`config.mk`:
```
export PLATFORM = sky130hd
export DESIGN_NAME = bram_portb_arbiter_flat
export DESIGN_NICKNAME = d
export VERILOG_FILES = /design/src/rtl/mem_bus_pkg.sv /design/src/rtl/bram_portb_arbiter_if.sv /design/src/rtl/rd_tag_pipe.sv /design/src/rtl/bram_portb_arbiter.sv /design/src/flat_wrapper.sv
export SDC_FILE = /design/constraint.sdc
export NUM_CORES = 1
export LEC_CHECK = 0
export ABC_CLOCK_PERIOD_IN_PS = 5100
export BUFFER_PORTS_ARGS = -buffer_cell sky130_fd_sc_hd__buf_2
export CAP_MARGIN = 40
export CORE_AREA = 5 5 84 86
export CTS_CLUSTER_DIAMETER = 100
export CTS_CLUSTER_SIZE = 25
export DETAILED_ROUTE_END_ITERATION = 8
export DIE_AREA = 0 0 89 91
export GPL_ROUTABILITY_DRIVEN = 0
export GPL_TIMING_DRIVEN = 1
export PLACE_DENSITY = 0.67
export SKIP_CTS_REPAIR_TIMING = 1
export SYNTH_ARGS = -nofsm -noshare
export SYNTH_HDL_FRONTEND = slang
export SYNTH_SLANG_ARGS = --single-unit
```
`constraint.sdc`:
```
create_clock -name clk -period 5.1 [get_ports clk]
set_input_delay 0 -clock clk [delete_from_list [all_inputs] [get_ports clk]]
set_output_delay 0 -clock clk [all_outputs]
set_load 0.01 [all_outputs]
```
`src/rtl/mem_bus_pkg.sv`:
```
// Shared memory-bus definitions: requester IDs, port B address width and the
// read tag carried through the BRAM latency (also reused by the MMIO decoder).
package mem_bus_pkg;

  localparam int PORTB_ADDR_W = 15;

  localparam logic REQ_CPU = 1'b0;
  localparam logic REQ_DMA = 1'b1;

  typedef struct packed {
    logic valid;
    logic id;
  } rd_tag_t;

  typedef enum logic {
    UNLOCKED = 1'b0,
    LOCKED   = 1'b1
  } lock_state_t;

endpackage

```
`src/rtl/bram_portb_arbiter_if.sv`:
```
// Requester-side and BRAM-side signals of the shared port B.
// slave: the arbiter's view; master: the requesters and BRAM around it.
interface bram_portb_arbiter_if #(
  parameter int ADDR_W = mem_bus_pkg::PORTB_ADDR_W
);
  logic              req0, req1;
  logic [3:0]        we0, we1;
  logic [ADDR_W-1:0] addr0, addr1;
  logic [31:0]       wdata0, wdata1;
  logic              lock1;
  logic              gnt0, gnt1, stall0;
  logic              rvalid0, rvalid1;
  logic [31:0]       rdata;
  logic              enaB;
  logic [3:0]        weB;
  logic [ADDR_W-1:0] addrB;
  logic [31:0]       dinB;
  logic [31:0]       doutB;

  modport slave (
    input  req0, req1, we0, we1, addr0, addr1, wdata0, wdata1, lock1, doutB,
    output gnt0, gnt1, stall0, rvalid0, rvalid1, rdata, enaB, weB, addrB, dinB
  );

  modport master (
    output req0, req1, we0, we1, addr0, addr1, wdata0, wdata1, lock1, doutB,
    input  gnt0, gnt1, stall0, rvalid0, rvalid1, rdata, enaB, weB, addrB, dinB
  );
endinterface

```
`src/rtl/rd_tag_pipe.sv`:
```
// Shift register of read tags matching the BRAM read latency.
module rd_tag_pipe
  import mem_bus_pkg::*;
#(
  parameter int DEPTH = 1
) (
  input  logic    clk,
  input  logic    reset,
  input  rd_tag_t tag_i,
  output rd_tag_t tag_o
);

  rd_tag_t stage_q [DEPTH];

  // Advance tags one stage per cycle; reset drops everything in flight.
  always_ff @(posedge clk) begin
    if (reset) begin
      for (int i = 0; i < DEPTH; i++) stage_q[i] <= '0;
    end else begin
      stage_q[0] <= tag_i;
      for (int i = 1; i < DEPTH; i++) stage_q[i] <= stage_q[i-1];
    end
  end

  assign tag_o = stage_q[DEPTH-1];

endmodule

```
`src/rtl/bram_portb_arbiter.sv`:
```
// Round-robin arbiter for BRAM port B between the CPU data path (0) and the
// loader/DMA engine (1), with a time-limited loader lock and read routing.
//
//   state    | meaning
//   UNLOCKED | round-robin between both requesters
//   LOCKED   | only requester 1 may be granted; CPU waits, lock_cnt counts
module bram_portb_arbiter
  import mem_bus_pkg::*;
#(
  parameter int ADDR_W       = PORTB_ADDR_W,
  parameter int READ_LATENCY = 1,
  parameter int MAX_LOCK     = 64
) (
  input  logic                 clk,
  input  logic                 reset,
  bram_portb_arbiter_if.slave  bus
);

  localparam int               CNT_W   = (MAX_LOCK > 0) ? $clog2(MAX_LOCK + 1) : 1;
  localparam logic [CNT_W-1:0] CNT_MAX = CNT_W'(MAX_LOCK);
  localparam bit               LOCK_EN = (MAX_LOCK > 0);

  lock_state_t       state_q;
  logic [CNT_W-1:0]  lock_cnt_q;
  logic [CNT_W-1:0]  cnt_inc;
  logic              last_q;
  logic              force0_q;
  logic              gnt0, gnt1;
  logic [3:0]        we_mux;
  logic [ADDR_W-1:0] addr_mux;
  logic [31:0]       din_mux;
  rd_tag_t           tag_in, tag_out;

  assign cnt_inc = (lock_cnt_q == CNT_MAX) ? lock_cnt_q : lock_cnt_q + CNT_W'(1);

  // Grant decision: lock first, then the post-release CPU slot, then round-robin.
  always_comb begin
    gnt0 = 1'b0;
    gnt1 = 1'b0;
    if (!reset) begin
      if (state_q == LOCKED) begin
        gnt1 = bus.req1;
      end else if (force0_q && bus.req0) begin
        gnt0 = 1'b1;
      end else if (bus.req0 && bus.req1) begin
        gnt0 = (last_q == REQ_DMA);
        gnt1 = (last_q == REQ_CPU);
      end else begin
        gnt0 = bus.req0;
        gnt1 = bus.req1;
      end
    end
  end

  // Lock FSM, lock timer, forced-release slot and round-robin history.
  always_ff @(posedge clk) begin
    if (reset) begin
      state_q    <= UNLOCKED;
      lock_cnt_q <= '0;
      force0_q   <= 1'b0;
      last_q     <= REQ_DMA;
    end else begin
      force0_q <= 1'b0;
      if (gnt0 || gnt1) last_q <= gnt1;
      case (state_q)
        UNLOCKED: begin
          lock_cnt_q <= '0;
          if (LOCK_EN && gnt1 && bus.lock1) state_q <= LOCKED;
        end
        LOCKED: begin
          if (bus.req0) lock_cnt_q <= cnt_inc;
          if (!bus.lock1) begin
            state_q    <= UNLOCKED;
            lock_cnt_q <= '0;
          end else if (bus.req0 && (cnt_inc == CNT_MAX)) begin
            state_q    <= UNLOCKED;
            lock_cnt_q <= '0;
            force0_q   <= 1'b1;
          end
        end
        default: begin
          state_q    <= UNLOCKED;
          lock_cnt_q <= '0;
        end
      endcase
    end
  end

  // Port B mux on the granted requester; idle port drives zeros.
  always_comb begin
    we_mux   = '0;
    addr_mux = '0;
    din_mux  = '0;
    if (gnt1) begin
      we_mux   = bus.we1;
      addr_mux = bus.addr1;
      din_mux  = bus.wdata1;
    end else if (gnt0) begin
      we_mux   = bus.we0;
      addr_mux = bus.addr0;
      din_mux  = bus.wdata0;
    end
  end

  assign tag_in.valid = (gnt0 || gnt1) && (we_mux == 4'h0);
  assign tag_in.id    = gnt1;

  rd_tag_pipe #(.DEPTH(READ_LATENCY)) u_rd_tag_pipe (
    .clk   (clk),
    .reset (reset),
    .tag_i (tag_in),
    .tag_o (tag_out)
  );

  assign bus.gnt0    = gnt0;
  assign bus.gnt1    = gnt1;
  assign bus.stall0  = !reset && bus.req0 && !gnt0;
  assign bus.enaB    = gnt0 || gnt1;
  assign bus.weB     = we_mux;
  assign bus.addrB   = addr_mux;
  assign bus.dinB    = din_mux;
  assign bus.rvalid0 = !reset && tag_out.valid && (tag_out.id == REQ_CPU);
  assign bus.rvalid1 = !reset && tag_out.valid && (tag_out.id == REQ_DMA);
  assign bus.rdata   = (!reset && tag_out.valid) ? bus.doutB : 32'h0;

endmodule

```
`src/flat_wrapper.sv`:
```
// flat-port wrapper written by rule: the top's interface ports become plain ports
module bram_portb_arbiter_flat import mem_bus_pkg::*;
#(
  parameter int ADDR_W       = PORTB_ADDR_W,
  parameter int READ_LATENCY = 1,
  parameter int MAX_LOCK     = 64
)
  (clk, reset, bus_req0, bus_req1, bus_we0, bus_we1, bus_addr0, bus_addr1, bus_wdata0, bus_wdata1, bus_lock1, bus_doutB, bus_gnt0, bus_gnt1, bus_stall0, bus_rvalid0, bus_rvalid1, bus_rdata, bus_enaB, bus_weB, bus_addrB, bus_dinB);
  bram_portb_arbiter_if #(.ADDR_W(ADDR_W)) bus_i ();
  input  logic clk;
  input  logic reset;
  input wire logic [$bits(bus_i.req0)-1:0] bus_req0;
  input wire logic [$bits(bus_i.req1)-1:0] bus_req1;
  input wire logic [$bits(bus_i.we0)-1:0] bus_we0;
  input wire logic [$bits(bus_i.we1)-1:0] bus_we1;
  input wire logic [$bits(bus_i.addr0)-1:0] bus_addr0;
  input wire logic [$bits(bus_i.addr1)-1:0] bus_addr1;
  input wire logic [$bits(bus_i.wdata0)-1:0] bus_wdata0;
  input wire logic [$bits(bus_i.wdata1)-1:0] bus_wdata1;
  input wire logic [$bits(bus_i.lock1)-1:0] bus_lock1;
  input wire logic [$bits(bus_i.doutB)-1:0] bus_doutB;
  output wire logic [$bits(bus_i.gnt0)-1:0] bus_gnt0;
  output wire logic [$bits(bus_i.gnt1)-1:0] bus_gnt1;
  output wire logic [$bits(bus_i.stall0)-1:0] bus_stall0;
  output wire logic [$bits(bus_i.rvalid0)-1:0] bus_rvalid0;
  output wire logic [$bits(bus_i.rvalid1)-1:0] bus_rvalid1;
  output wire logic [$bits(bus_i.rdata)-1:0] bus_rdata;
  output wire logic [$bits(bus_i.enaB)-1:0] bus_enaB;
  output wire logic [$bits(bus_i.weB)-1:0] bus_weB;
  output wire logic [$bits(bus_i.addrB)-1:0] bus_addrB;
  output wire logic [$bits(bus_i.dinB)-1:0] bus_dinB;
  assign bus_i.req0 = bus_req0;
  assign bus_i.req1 = bus_req1;
  assign bus_i.we0 = bus_we0;
  assign bus_i.we1 = bus_we1;
  assign bus_i.addr0 = bus_addr0;
  assign bus_i.addr1 = bus_addr1;
  assign bus_i.wdata0 = bus_wdata0;
  assign bus_i.wdata1 = bus_wdata1;
  assign bus_i.lock1 = bus_lock1;
  assign bus_i.doutB = bus_doutB;
  assign bus_gnt0 = bus_i.gnt0;
  assign bus_gnt1 = bus_i.gnt1;
  assign bus_stall0 = bus_i.stall0;
  assign bus_rvalid0 = bus_i.rvalid0;
  assign bus_rvalid1 = bus_i.rvalid1;
  assign bus_rdata = bus_i.rdata;
  assign bus_enaB = bus_i.enaB;
  assign bus_weB = bus_i.weB;
  assign bus_addrB = bus_i.addrB;
  assign bus_dinB = bus_i.dinB;
  bram_portb_arbiter #(.ADDR_W(ADDR_W), .READ_LATENCY(READ_LATENCY), .MAX_LOCK(MAX_LOCK)) u_core (.clk(clk), .reset(reset), .bus(bus_i));
endmodule
```
==> results of run 1 <==
## critical path: stages
cell	delay (ns)
dlygate4sd3_1	0.53
buf_2	0.14
nand2b_1	0.24
a211oi_4	0.76
buf_4	0.46
a22o_1	0.19
buf_2	0.14
## power by group
part	leakage (nW)	switching (W)	internal [W]	total, W
Sequential	0.0974	0.00000143	0.0000961	0.0000975
Clock	0.0216	0.0000336	0.0000519	0.0000855
Combinational	1.44	0.0000854	0.0000954	0.000181
Total	1.56	0.000120	0.000243	0.000364
## through the flow
| stage | worst slack (ns) | total power (W) |
|---|---|---|
| after floorplan | 3.334 | 0.0001794 |
| after global placement | 3.051 | 0.0002769 |
| after detailed placement | 3.114 | 0.0002804 |
| after CTS | 2.894 | 0.0003648 |
| after global routing | 2.482 | 0.0003858 |
| final | 2.616 | 0.0003638 |
## final cells by class
cell class,instances,share of cell area
repair buffers,231,0.4472
well taps,77,0.03648
flip-flops and latches,12,0.09095
multi-input cells,147,0.4012
inverters,6,0.008527
clock buffers,3,0.01563
## synthesized netlist by cell type, drive strengths merged
cell type  instances  area [um^2]
mux2i              1        10.01
a21oi              2        10.01
and2              35        219.0
a2111oi            1        10.01
nor4b              1        8.760
o32ai              2        17.52
ha                 2        25.02
and3               1        6.260
nand2b             1        6.260
nor4               4        25.02
nand2              9        33.78
xnor2              5        43.79
clkbuf            10        37.54
nand4              2        12.51
nor2b              2        12.51
dfxtp             12        240.2
nor2              10        37.54
inv                6        22.52
nand3              6        30.03
o311a              2        20.02
a22o              51        446.7
or2                1        6.260
or4                1        7.510
a211oi             1        12.51
buf                7        41.29
a311oi             2        17.52
nor3               3        15.01
xor2               2        17.52
## path summary, 6_finish.rpt
| check | cells past startpoint | slack (ns) | from | end |
|---|---|---|---|---|
| hold / removal | 3 | -0.003 | bus_lock1 | u_core.state_q |
| hold reg to reg | 2 | 0.49 | u_core.last_q | u_core.last_q |
| setup / recovery | 7 | 2.62 | reset | bus_addrB[2] |
| setup reg to reg | 7 | 3.07 | u_core.lock_cnt_q[0] | u_core.state_q |
## state kept, by name, indices dropped and copies added, names as in the netlist
register and cells:
u_core.lock_cnt_q 7, u_core.last_q 1, u_core.u_rd_tag_pipe.stage_q 2, u_core.state_q 1, u_core.force0_q 1
## metal layers
layer | vias to the layer above | routed length, um | GRT usage
li1 | 1114 | - | -
met1 | 991 | 2395 | 0.1646
met2 | 171 | 3716 | 0.2976
met3 | 16 | 1100 | 0.04434
met4 | 2 | 132 | 0.03846
met5 | - | 13 | 0
## cells by family after synthesis
| kind of cell | count (synthesis) | synth area share |
|---|---|---|
| mux | 1 | 0.007188 |
| fa+ha+maj | 2 | 0.01797 |
| simple gates | 76 | 0.3019 |
| xor+xnor | 7 | 0.04403 |
| flops | 12 | 0.1725 |
| compound gates | 61 | 0.3837 |
| buf+inv | 23 | 0.07278 |
==> flow_summary.ini, run 1 <==
[grt]
grt_remaining_overflow = 0
grt_pass1_vias = 2157
antenna_found_initial = 1
grt_usage = 0.1565
grt_pass1_wl_um = 10170
grt_max_degree = 37

[synth]
syn_inst = 182
synth_area_um2 = 1393
ys_seq_area_frac = 0.1725
synth.distinct_cells = 30
postSynthAreaPerCell_um2 = 7.652
ys_warn_count = 0
ys_ff_latch = 12
synth.net_count = 323

[clock_network]
cts.sinks = 12
cts_tree = built
htreeDepth = 1
clk_path_buf_depth = 2
worstSkewPairLatency_ns = 0.24
cts_buffers = 3
cts_root_buffer = clkbuf_8
clk_pin_slew_worst_paths_ns = 0.05

[placement]
numPortBuffers = 227
placedCellCount = 472
dp_hpwl_um = 6375
postPlaceCellArea_um2 = 2590

[cells_and_area]
area_growth_pct = 89.67
num-fill-cells = 627
mostFrequentLayoutCells = buf_2 (227), a22o_1 (51), and2_1 (35)
fin_cells = 476
design_area_um2 = 2641
seqCellArea_um2 = 240.2
multi_input_area_um2 = 1060
final_util = 0.4257
layout.nets = 542
antenna_cells = 0
layout_commonest_cell = buf_2
drive_gt1_frac = 0.5940

[drt]
viasPerCell = 4.819
drc_errors = 0
drtPass1Iterations = 8
totalWireLength_um = 7359
avgRoutedWirePerCell_um = 15.46
drt_iter0_markers = 108
vias = 2294
antenna_left = 0

[run_status]
violations = hold timing
status = complete, but fails checks

[die]
dieArea_um2 = 8099
die_x_um = 89
pin_count = 228
row_count = 29
die_y_um = 91
initial_core_util = 0.2244
design.core.area_um2 = 6205

[flow_run]
cap_violations = 0

[pwr]
ir_worst_vdd_mv = 0.1221
p_leak_nw = 1.563
power_density_nw_per_um2 = 137.7

[sta]
worst_pin_slew_ns = 0.8566
relSlewSlack = 0.4271
finalSetupViolations = 0
tns_ns = 0
fin_crit_sh = 0.4870
whs_ns = -0.003165
rsz0062_at_grt = false
fmax_mhz = 402.6
drv_slew = 0
min_period_ns = 2.484
clock_skew_ns = 0.004613
timing_hold_violations_final = 1

[setup_path]
endpoint_kind = primary output
required_ns = 5.10
cp_max_fo = 34
cp-start-kind = input port
path_class = in2out
arrival_ns = 2.48

[hold_path]
holdCritPathClass = in2reg
(Power assumes the default switching activity.)
==> run 2, diff against run 1 <==
- ABC_AREA: unset -> 1
- ABC_CLOCK_PERIOD_IN_PS: 5100 -> 2400
- CORE_AREA: 5 5 84 86 -> 5 5 85 87
- DIE_AREA: 0 0 89 91 -> 0 0 90 92
- PLACE_DENSITY: 0.67 -> 0.69
- clock period: 5.1 -> 2.4 ns (I/O delays scaled with it)
==> run 2 against run 1 <==
The run now ends clean. Clock power grew to 2.6 times the previous value. Via count is 13% higher. Worst setup slack worse by 2.2 ns. Combinational power is 130% higher. Sequential power is 110% higher. Flip-flop and latch count stayed put. Total power is 130% higher. Count of clock-buffer cells in the layout is 1 higher. Non-clock buffer count is 2 lower. Register-to-register slack worse by 2.4 ns. Cell area is 5.3% higher. First-iteration DRC count is 36% higher.
==> flow_summary.ini, run 2 <==
[cells_and_area]
layout_commonest_cell = buf_2
area_growth_pct = 75.45
drive_gt1_frac = 0.5254
final_util = 0.4431
num-fill-cells = 650
design_area_um2 = 2781
mostFrequentLayoutCells = buf_2 (227), inv_1 (53), a22o_1 (47)
top_regs = u_core.lock_cnt_q: 7 flops, u_core.u_rd_tag_pipe.stage_q: 2 flops
largest_reg_flops = 7
layout.nets = 614
top_register = u_core.lock_cnt_q

[die]
initial_core_util = 0.2525
row_count = 29
die_x_um = 90
design.core.area_um2 = 6277
die_y_um = 92
pin_count = 228
dieArea_um2 = 8280

[clock_network]
clk_path_buf_depth = 2
cts.sinks = 12
clk_pin_slew_worst_paths_ns = 0.05
cts_buffers = 3
cts_root_buffer = clkbuf_8
worstSkewPairLatency_ns = 0.24
htreeDepth = 1
cts_tree = built

[synth]
postSynthAreaPerCell_um2 = 6.217
ys_ff_latch = 12
synthTopCellsByCount = inv_1 (53), a22o_1 (47), nor2_1 (45)
async_flop_share = 0
synth.net_count = 396
synth.most_common_cell = inv_1
ys_seq_area_frac = 0.1515
ys_warn_count = 0
synth-xor-area-share = 0.005525
synthMuxAreaShare = 0
synth_fa_ha_area_frac = 0.01579
synth_compound_area_frac = 0.3173
yosysTopAreaCellShare = 0.2597
synth.distinct_cells = 28
synthTopCellsByArea = a22o_1 (26%), dfxtp_1 (15%), inv_1 (13%)
yosys.area_share.simple = 0.2991
synth_ff_type = dfxtp_1
yosysTopAreaCell = a22o_1
synth_edf_count = 0
synth_top_family_by_area = compound AO/OA/AOI/OAI gates
syn_inst = 255
synth_area_um2 = 1585

[grt]
grt_max_degree = 53
grt_remaining_overflow = 0
grt_pass1_wl_um = 12660
grt_pass1_vias = 2528
grt_usage = 0.1829
antenna_found_initial = 1

[hold_path]
holdCritPathClass = in2reg

[drt]
vias = 2581
viasPerCell = 4.693
drtPass1Iterations = 7
avgRoutedWirePerCell_um = 15.21
antenna_left = 0
totalWireLength_um = 8367
drc_errors = 0
drt_iter0_markers = 147

[setup_path]
cp_max_fo = 52
cp-start-kind = flop
path_class = reg2out
arrival_ns = 1.95
required_ns = 2.40
endpoint_kind = primary output

[placement]
postPlaceCellArea_um2 = 2724
dp_slack_ns = 0.7197
numPortBuffers = 227
dp_hpwl_um = 7068

[sta]
drv_slew = 0
fin_crit_sh = 0.8109
worst_pin_slew_ns = 0.5326
clock_skew_ns = 0.0006655
finalSetupViolations = 0
timing_hold_violations_final = 0
tns_ns = 0
min_period_ns = 1.946
rsz0062_at_grt = false
finalWorstSetupSlack_ns = 0.4538
fmax_mhz = 513.8
relSlewSlack = 0.6437

[pwr]
ir_worst_vdd_mv = 0.1315
power_density_nw_per_um2 = 302.8
p_leak_nw = 1.842

[flow_run]
cap_violations = 0

[run_status]
status = complete, no violations
## run 2: kinds of logic after synthesis
family | after synthesis
adders and majority gates | 2
xor gates and xnor gates | 1
buffers and inverters | 72
and+or+nand+nor | 105
AOI/OAI and AO/OA | 63
DFF | 12
## run 2: layer usage
metal / vias to the layer above / global-route usage / share of wire
li1: 1274 / - / -
met1: 1079 / 0.1994 / 0.35
met2: 209 / 0.3293 / 0.50
met3: 19 / 0.05401 / 0.12
met4: 0 / 0.07692 / 0.027
met5: - / 0 / 0
## run 2: report_power, final
group / switching [W] / leakage [nW] / internal, W
combinational: 0.000210 / 1.72 / 0.000201
clock: 0.0000786 / 0.0288 / 0.000145
sequential: 0.00000301 / 0.0973 / 0.000204
total: 0.000292 / 1.84 / 0.000550
## run 2: cell type report
| class | count | area (um^2) | share of cell area |
|---|---|---|---|
| Clock buffer | 4 | 55.05 | 0.01979 |
| Inverter | 56 | 212.7 | 0.07647 |
| Multi-Input combinational cell | 171 | 1011 | 0.3635 |
| Tap cell | 77 | 96.34 | 0.03464 |
| Sequential cell | 12 | 240.2 | 0.08637 |
| Timing Repair Buffer | 229 | 1164 | 0.4184 |
| Antenna cell | 1 | 2.502 | 0.0008997 |
## run 2: worst max-delay path: stages (launching register included)
cell	delay, ns
dfxtp_1	0.48
nor2_2	0.08
o21ai_2	0.16
nand2_4	0.09
inv_4	0.39
a22oi_1	0.19
inv_1	0.15
buf_2	0.15
## run 2: worst paths after layout
path	startpoint	end	slack [ns]	cells past startpoint
worst max-delay path	u_core.state_q	bus_weB[0]	0.45	7
worst min-delay path	bus_we0[2]	u_core.u_rd_tag_pipe.stage_q[0][1]	0.04	4
worst max register to register	u_core.lock_cnt_q[0]	u_core.lock_cnt_q[3]	0.69	9
worst min register to register	u_core.lock_cnt_q[5]	u_core.lock_cnt_q[5]	0.49	2
## run 2: per-stage QoR
stage | instances | hold WS [ns] | power, W
final | 550 | 0.04340 | 0.0008423
after detailed placement | 545 | 0.2903 | 0.0006213
after global routing | 550 | 0.08320 | 0.0009021
after CTS | 549 | 0.04242 | 0.0008463
after global placement | 545 | 0.2884 | 0.0006174
after floorplan | 255 | 0.08713 | 0.0004098
